--- src/rtl/hand_shake_pkg.sv ---
// Shared definitions for the handshake TX arbiter slice:
// FSM encoding, default word width and a clog2 helper.
package hand_shake_pkg;

    typedef enum logic [1:0] {
        IDLE      = 2'd0,
        ISSUE     = 2'd1,
        WAIT_DONE = 2'd2
    } hs_state_e;

    localparam int unsigned DEFAULT_DATA_WIDTH = 32;

    function automatic int unsigned clog2(input int unsigned value);
        int unsigned r;
        r = 0;
        while ((32'd1 << r) < value) begin
            r = r + 1;
        end
        return r;
    endfunction

endpackage

--- src/rtl/hs_rr_arbiter.sv ---
// Combinational round-robin picker: first asserted request
// at or above the pointer, wrapping past the top index.
module hs_rr_arbiter
    import hand_shake_pkg::*;
#(
    parameter  int unsigned NUM_REQ = 4,
    localparam int unsigned IDW     = clog2(NUM_REQ)
) (
    input  logic [NUM_REQ-1:0] req_i,
    input  logic [IDW-1:0]     ptr_i,
    output logic [NUM_REQ-1:0] gnt_o,
    output logic [IDW-1:0]     idx_o,
    output logic               any_o
);

    int unsigned    cand;
    logic [IDW-1:0] cand_idx;

    // Scan from the pointer upward; the first hit wins.
    always_comb begin
        gnt_o    = '0;
        idx_o    = '0;
        any_o    = 1'b0;
        cand     = 0;
        cand_idx = '0;
        for (int unsigned k = 0; k < NUM_REQ; k++) begin
            cand     = (32'(ptr_i) + k) % NUM_REQ;
            cand_idx = IDW'(cand);
            if (!any_o && req_i[cand_idx]) begin
                any_o           = 1'b1;
                idx_o           = cand_idx;
                gnt_o[cand_idx] = 1'b1;
            end
        end
    end

endmodule

--- src/rtl/hand_shake_tx_arbiter.sv ---
// Round-robin sharing of one full-handshake CDC transmitter,
// with a per-phase watchdog and a completed-transfer counter.
module hand_shake_tx_arbiter
    import hand_shake_pkg::*;
#(
    parameter  int unsigned NUM_REQ     = 4,
    parameter  int unsigned DATA_WIDTH  = DEFAULT_DATA_WIDTH,
    parameter  int unsigned TIMEOUT_CYC = 1024,
    parameter  int unsigned CNT_WIDTH   = 16,
    localparam int unsigned IDW         = clog2(NUM_REQ)
) (
    input  logic                          iTxClk,
    input  logic                          iRstTx,
    input  logic [NUM_REQ-1:0]            iReqValid,
    output logic [NUM_REQ-1:0]            oReqReady,
    input  logic [NUM_REQ*DATA_WIDTH-1:0] iReqData,
    output logic                          oHsValid,
    output logic [DATA_WIDTH-1:0]         oHsData,
    input  logic                          iHsBusy,
    output logic [IDW-1:0]                oGrantId,
    output logic                          oBusy,
    output logic                          oTimeout,
    output logic [CNT_WIDTH-1:0]          oXferCnt
);

    localparam int unsigned WDW = clog2(TIMEOUT_CYC);
    localparam logic [WDW-1:0] WD_LIMIT = WDW'(TIMEOUT_CYC - 1);

    hs_state_e             state_q;
    logic [IDW-1:0]        ptr_q;
    logic [IDW-1:0]        gnt_id_q;
    logic [DATA_WIDTH-1:0] data_q;
    logic                  valid_q;
    logic                  tmo_q;
    logic [WDW-1:0]        wdog_q;
    logic [CNT_WIDTH-1:0]  cnt_q;

    logic [NUM_REQ-1:0]    arb_gnt;
    logic [IDW-1:0]        arb_idx;
    logic                  arb_any;
    logic                  arb_fire;
    logic [IDW-1:0]        ptr_d;
    logic [DATA_WIDTH-1:0] sel_data;
    logic                  wd_hit;

    hs_rr_arbiter #(
        .NUM_REQ(NUM_REQ)
    ) u_rr (
        .req_i(iReqValid),
        .ptr_i(ptr_q),
        .gnt_o(arb_gnt),
        .idx_o(arb_idx),
        .any_o(arb_any)
    );

    // A grant is only offered while idle and the transmitter is free.
    assign arb_fire  = (state_q == IDLE) && !iHsBusy && arb_any;
    assign oReqReady = arb_fire ? arb_gnt : '0;
    assign ptr_d     = (arb_idx == IDW'(NUM_REQ - 1)) ?
                       '0 : arb_idx + IDW'(1);
    assign wd_hit    = (wdog_q == WD_LIMIT);

    // Pick the winning requester's word with a one-hot mux.
    always_comb begin
        sel_data = '0;
        for (int i = 0; i < NUM_REQ; i++) begin
            if (arb_gnt[i]) begin
                sel_data = iReqData[i*DATA_WIDTH +: DATA_WIDTH];
            end
        end
    end

    // Transfer FSM with latch, watchdog, counter and pointer.
    always_ff @(posedge iTxClk) begin
        if (iRstTx) begin
            state_q  <= IDLE;
            ptr_q    <= '0;
            gnt_id_q <= '0;
            data_q   <= '0;
            valid_q  <= 1'b0;
            tmo_q    <= 1'b0;
            wdog_q   <= '0;
            cnt_q    <= '0;
        end else begin
            tmo_q <= 1'b0;
            unique case (state_q)
                IDLE: begin
                    wdog_q <= '0;
                    if (arb_fire) begin
                        data_q   <= sel_data;
                        gnt_id_q <= arb_idx;
                        ptr_q    <= ptr_d;
                        valid_q  <= 1'b1;
                        state_q  <= ISSUE;
                    end
                end
                ISSUE: begin
                    if (iHsBusy) begin
                        valid_q <= 1'b0;
                        wdog_q  <= '0;
                        state_q <= WAIT_DONE;
                    end else if (wd_hit) begin
                        valid_q <= 1'b0;
                        tmo_q   <= 1'b1;
                        wdog_q  <= '0;
                        state_q <= IDLE;
                    end else begin
                        wdog_q <= wdog_q + WDW'(1);
                    end
                end
                WAIT_DONE: begin
                    if (!iHsBusy) begin
                        cnt_q   <= cnt_q + CNT_WIDTH'(1);
                        wdog_q  <= '0;
                        state_q <= IDLE;
                    end else if (wd_hit) begin
                        tmo_q   <= 1'b1;
                        wdog_q  <= '0;
                        state_q <= IDLE;
                    end else begin
                        wdog_q <= wdog_q + WDW'(1);
                    end
                end
                default: begin
                    valid_q <= 1'b0;
                    wdog_q  <= '0;
                    state_q <= IDLE;
                end
            endcase
        end
    end

    assign oHsValid = valid_q;
    assign oHsData  = data_q;
    assign oGrantId = gnt_id_q;
    assign oBusy    = (state_q != IDLE);
    assign oTimeout = tmo_q;
    assign oXferCnt = cnt_q;

endmodule

--- config.mk ---
export PLATFORM = sky130hd
export DESIGN_NAME = hand_shake_tx_arbiter
export DESIGN_NICKNAME = d
export VERILOG_FILES = /design/src/rtl/hand_shake_pkg.sv /design/src/rtl/hs_rr_arbiter.sv /design/src/rtl/hand_shake_tx_arbiter.sv
export SDC_FILE = /design/constraint.sdc
export NUM_CORES = 1
export LEC_CHECK = 0
export ABC_AREA = 1
export CORE_MARGIN = 1.5
export CORE_UTILIZATION = 44
export DETAILED_ROUTE_END_ITERATION = 10
export GPL_ROUTABILITY_DRIVEN = 0
export PLACE_DENSITY_LB_ADDON = 0.1
export SYNTH_ARGS = -nofsm -noshare
export SYNTH_HDL_FRONTEND = slang
export SYNTH_SLANG_ARGS = --single-unit
export TNS_END_PERCENT = 20
--- constraint.sdc ---
create_clock -name iTxClk -period 2.5 [get_ports iTxClk]
set_input_delay 0.375 -clock iTxClk [delete_from_list [all_inputs] [get_ports iTxClk]]
set_output_delay 0.375 -clock iTxClk [all_outputs]
set_load 0.02 [all_outputs]
# After elaboration in Yosys (flattened, before gate mapping)
# Index checks and enable logic that the tools add are counted.
[word_totals]
elab_cells = 102
latchBits = 0
mem_bits_ro = 0
n_memories = 0
output_inout_bits = 57
mem_bits_rw = 0
inputBits = 135
register_bits = 66
[classes]
reduce_logical = 18
n_mul = 0
bitwise = 5
mux = 51
n_div = 0
n_eq_ne = 6
n_lt_le_gt_ge = 8
add_sub_neg = 6
shifts = 0
[ops]
columns = ["cell", "n"]
rows = [
  ["2-to-1 mux 32 bit", 4],
  ["2-to-1 mux 10 bit", 3],
  ["2-to-1 mux 4 bit", 5],
  ["case mux 10 bit (2 select lines)", 1],
  ["2-to-1 mux 1 bit", 18],
  ["2-to-1 mux 2 bit", 9],
  ["adder 16 x 1 -> 16 bit, second input constant", 1],
  ["< comparator 2 x 3 -> 1 bit, second input constant", 4],
  ["OR 4 bit", 3],
  ["adder 10 x 1 -> 10 bit, second input constant", 1],
  ["== test 10 bit, second input constant", 1],
  ["logical AND 1 bit", 9],
  ["binary-select mux 1 bit (select 2 bit)", 4],
  ["demux 1 bit (select 2 bit)", 4],
  ["greater-or-equal comparator 2 x 1 -> 1 bit, second input constant", 4],
  ["case mux 2 bit (3 select lines)", 1],
  ["adder 2 x 1 -> 2 bit, second input constant", 2],
  ["adder 2 bit, second input constant", 2],
  ["== test 2 bit, second input constant", 2],
  ["zero test 1 bit", 4],
  ["AND reduction 2 bit", 2],
  ["!= test 3 bit, second input constant", 1],
  ["case mux 1 bit (3 select lines)", 1],
  ["AND reduction 3 bit", 1],
  ["6 further kinds", 7],
]

# Logic depth before layout (Yosys ltp)
[logic_depth]
word_depth = 16
ltp_mapped = 17
ltp_nobuf = 15

# Cells and area by module
# From an unflattened synthesis, not the netlist that was laid out.
[unflattened]
cells_unflattened = 612
hier_area_um2 = 4281.6
[by_module_without_submodules]
columns = ["mod", "cells_per_inst", "instances", "area_each_um2"]
rows = [
  ["hand_shake_tx_arbiter", 538, 1, 3846.2],
  ["hs_rr_arbiter", 74, 1, 435.4],
]

# Least setup slack after synthesis
# OpenSTA, ideal clock, no wires.
[synth_path]
path_kind = "register to output"
from = "register (tool-made name)"
to = "output oReqReady[2]"
path_buffers = 2
stages_incl_launch_ff = 14
slack_ps = 106
arrival_ps = 2019
path_cell_list = "dfxtp_1 > inv_2 > ha_1 > inv_1 > nand3_1 > nand2_1 > nand2_2 > nor2_4 > nand2_1 > nand3_2 > buf_6 > buf_6 > nand2_1 > inv_1"
[synth_lines]
columns = ["item", "line_no", "rtl"]
rows = [
  ["to (decl)", "hand_shake_tx_arbiter.sv:15", "output logic [NUM_REQ-1:0] oReqReady,"],
]

# Worst setup path after layout
[layout_path]
from = "register ptr_q[1]"
to = "output oReqReady[3]"
[layout_between]
elab_chain_cells = 14
[layout_lines]
columns = ["item", "line_no", "rtl"]
rows = [
  ["from (decl)", "hand_shake_tx_arbiter.sv:30", "logic [IDW-1:0] ptr_q;"],
  ["from (signal assigned)", "hand_shake_tx_arbiter.sv:92", "ptr_q <= ptr_d;"],
  ["branches (longest 13 deep; another with < comparator 2 x 3 -> 1 bit)", "-", ""],
  ["2-to-1 mux 4 bit *", "hand_shake_tx_arbiter.sv:58", "assign oReqReady = arb_fire ? arb_gnt : '0;"],
]
# Mark *: on every way between the ends. The select of a mux whose other input is x is not followed.

==> results.json <==
{
  "hold_viol": 0,
  "yosys.area_share.simple": 0.3841,
  "relSlewSlack": 0.6836,
  "diodes": 0,
  "critPathLaunchType": "register",
  "cp-end-kind": "output port",
  "wl_per_cell_um": 13.60,
  "place_area_mm2": 0.006679,
  "synth_top_family_by_area": "simple AND/OR/NAND/NOR gates",
  "cts_tree": "yes",
  "finalCritPeriodShare": 0.9545,
  "critPathRequiredTime_ns": 2.12,
  "synth_edf_count": 0,
  "setup_viol": 0,
  "yosysWarnings": 0,
  "ctsHoldBuffers": 0,
  "synth_area_mm2": 0.004619,
  "synth_mux_area_frac": 0,
  "synth.most_common_cell": "nand2_1",
  "ir_drop_mv": 0.8807,
  "synthAdderAreaFrac": 0.03521,
  "port_buffers": 191,
  "fin_area_mm2": 0.006962,
  "clk_pin_slew_worst_paths_ns": 0.08,
  "grt_overflow": 0,
  "ys_ff_latch": 66,
  "layout_min_cycle_time_ns": 2.386,
  "clk-insertion-delay-late_ns": 0.34,
  "outcome": "complete, no violations",
  "syn-num-nets": 924,
  "timing.fmax_mhz": 419.0,
  "p_per_area_mw_per_mm2": 1150,
  "synth_compound_area_frac": 0.1222,
  "rows": 37,
  "hpwl_um": 10950,
  "clockBufferDepth": 2,
  "hp-class": "register to register",
  "stdcell_count": 1110,
  "critPathMaxFanout": 4,
  "synth_common_cells": "230 x nand2_1, 117 x inv_1, 88 x nand3_1, 83 x a21oi_1, 66 x dfxtp_1",
  "async_reset_ff_frac": 0,
  "yosys-top-cells-area": "dfxtp_1 29%, nand2_1 19%, nand3_1 9.5%",
  "skew_ns": 0.01071,
  "viasPerCell": 4.882,
  "synth_cell_type_count": 35,
  "wirelength_um": 15100,
  "vias": 5419,
  "first_iter_violations": 235,
  "fp.dieW_um": 105.5,
  "synth_ff_type": "dfxtp_1",
  "cts_buffers": 9,
  "grt_max_degree": 65,
  "synth.top_cell.area_share": 0.2860,
  "dieHeight_um": 105.5,
  "grt_pass1_wl_um": 24520,
  "drive_above_1_share": 0.1016,
  "cts_root_buf": "clkbuf_8",
  "grt_usage": 0.2713,
  "dieArea_mm2": 0.01112,
  "slew_viol_final": 0,
  "critPathKind": "register to output port",
  "synth.avg_cell_area_um2": 5.953,
  "arrival_ns": 2.01,
  "postSynthCellCount": 776,
  "grt_pass1_vias": 5393,
  "ys_seq_area_frac": 0.2860,
  "placed_cells": 1091,
  "p_leak_nw": 3.278,
  "ant_nets": 0,
  "initial_core_util": 0.4495,
  "dr.pass1.iters": 4,
  "core_mm2": 0.01028,
  "maxCapViolations": 0,
  "yosysTopAreaCell": "dfxtp_1",
  "cts.sinks": 66,
  "worst_pin_slew_ns": 0.4741,
  "h-tree-depth": 3,
  "rsz0062_at_grt": "yes",
  "route.detailed.drc": 0,
  "num_io_pins": 192,
  "antenna_found_initial": 0,
  "nets": 1117,
  "layout-area-overhead-vs-synth_pct": 50.70,
  "synth_xor_area_frac": 0.01138
}
-- where the power goes --
| group | total (mW) | leakage (nW) | internal (mW) | switching [mW] |
|---|---|---|---|---|
| registers | 1.54 | 0.537 | 1.37 | 0.174 |
| logic | 5.42 | 2.63 | 2.12 | 3.30 |
| clock network | 1.04 | 0.109 | 0.591 | 0.449 |
-- through the flow --
step	util	setup TNS, ns	power (mW)	hold slack [ns]	setup WS [ns]
after global placement	0.6499	-3.109	6.687	0.4420	-0.1882
after CTS	0.6741	0	7.941	0.4578	0.01896
after global routing	0.6774	-0.001449	8.673	0.4973	-0.001449
after detailed placement	0.6499	-5.730	6.823	0.4457	-0.2422
final	0.6774	0	8.003	0.4526	0.1136
after floorplan	-	0	5.176	0.4408	0.1057
-- logic make-up (layout without fill, tap and decap cells) --
| logic type | Yosys count | after routing |
|---|---|---|
| buf+inv | 176 | 374 |
| compound gates | 106 | 106 |
| simple gates | 409 | 409 |
| xor+xnor | 6 | 6 |
| flops | 66 | 66 |
| fa+ha+maj | 13 | 13 |
-- worst paths after layout --
path	startpoint	endpoint	slack (ns)	cells past startpoint
worst max-delay path	ptr_q[1]$_SDFFE_PP0P_	oReqReady[3]	0.11	13
worst min-delay path	oHsValid$_SDFFE_PP0P_	oHsValid$_SDFFE_PP0P_	0.45	2
worst min register to register	oHsValid$_SDFFE_PP0P_	oHsValid$_SDFFE_PP0P_	0.45	2
worst max register to register	ptr_q[1]$_SDFFE_PP0P_	oHsData[9]$_SDFFE_PP0P_	0.23	15
-- layout by cell type, fill, tap and decap left out, types with 2 or more instances in the layout --
| cell type | instances |
|---|---|
| bufinv_16 | 2 |
| buf_2 | 4 |
| nand4_1 | 6 |
| nand2_2 | 9 |
| o21ai_0 | 12 |
| a21boi_1 | 2 |
| clkbuf_8 | 10 |
| xor2_1 | 5 |
| clkinvlp_4 | 2 |
| nand2_4 | 3 |
| a21oi_1 | 83 |
| dfxtp_2 | 2 |
| clkdlybuf4s50_1 | 186 |
| a31oi_1 | 2 |
| nor3b_1 | 3 |
| buf_4 | 21 |
| nor2_4 | 2 |
| nor2_1 | 59 |
| inv_1 | 115 |
| buf_6 | 3 |
| nand2_1 | 226 |
| nand3_1 | 87 |
| buf_12 | 2 |
| nor3_1 | 5 |
| ha_1 | 12 |
| inv_2 | 25 |
| nand3_2 | 7 |
| dfxtp_1 | 64 |
-- layout make-up --
cell class,instances,area [um^2]
fill,976,3316
multi-input combinational,534,2591
timing repair buffer,217,2121
sequential,66,1324
inverter,141,529.3
tap,136,170.2
clock buffer,10,137.6
clock inverter,6,88.84
-- per-layer routing --
| metal | global-route usage | wire (um) |
|---|---|---|
| met5 | 0 | 0 |
| met4 | 0.09785 | 365 |
| met3 | 0.04638 | 837 |
| met2 | 0.4977 | 7355 |
| met1 | 0.3144 | 6539 |
-- repair_timing --
action	in CTS	in global routing
resized for setup	21	11
pin swaps	1	4
endpoints found under the setup margin	26	36
setup buffers	1	2
-- state kept, by name, summed over array words and instances, names as in the netlist, named ones only --
signal    flops
oXferCnt     16
oGrantId      2
ptr_q         1
oHsData      32
wdog_q       10
state_q       2
oTimeout      1
oHsValid      1
-- critical path: stages, from the launching register on --
cell and delay, ns:
dfxtp_2 0.33, inv_1 0.11, ha_4 0.23, inv_2 0.08
nand3_1 0.08, nand2_1 0.16, inv_2 0.08, nand3_2 0.09
clkinv_1 0.10, nand2_2 0.10, nand2_4 0.05, nand2_1 0.07
inv_1 0.04, buf_2 0.15
Power figures use the tool's default switching activity.
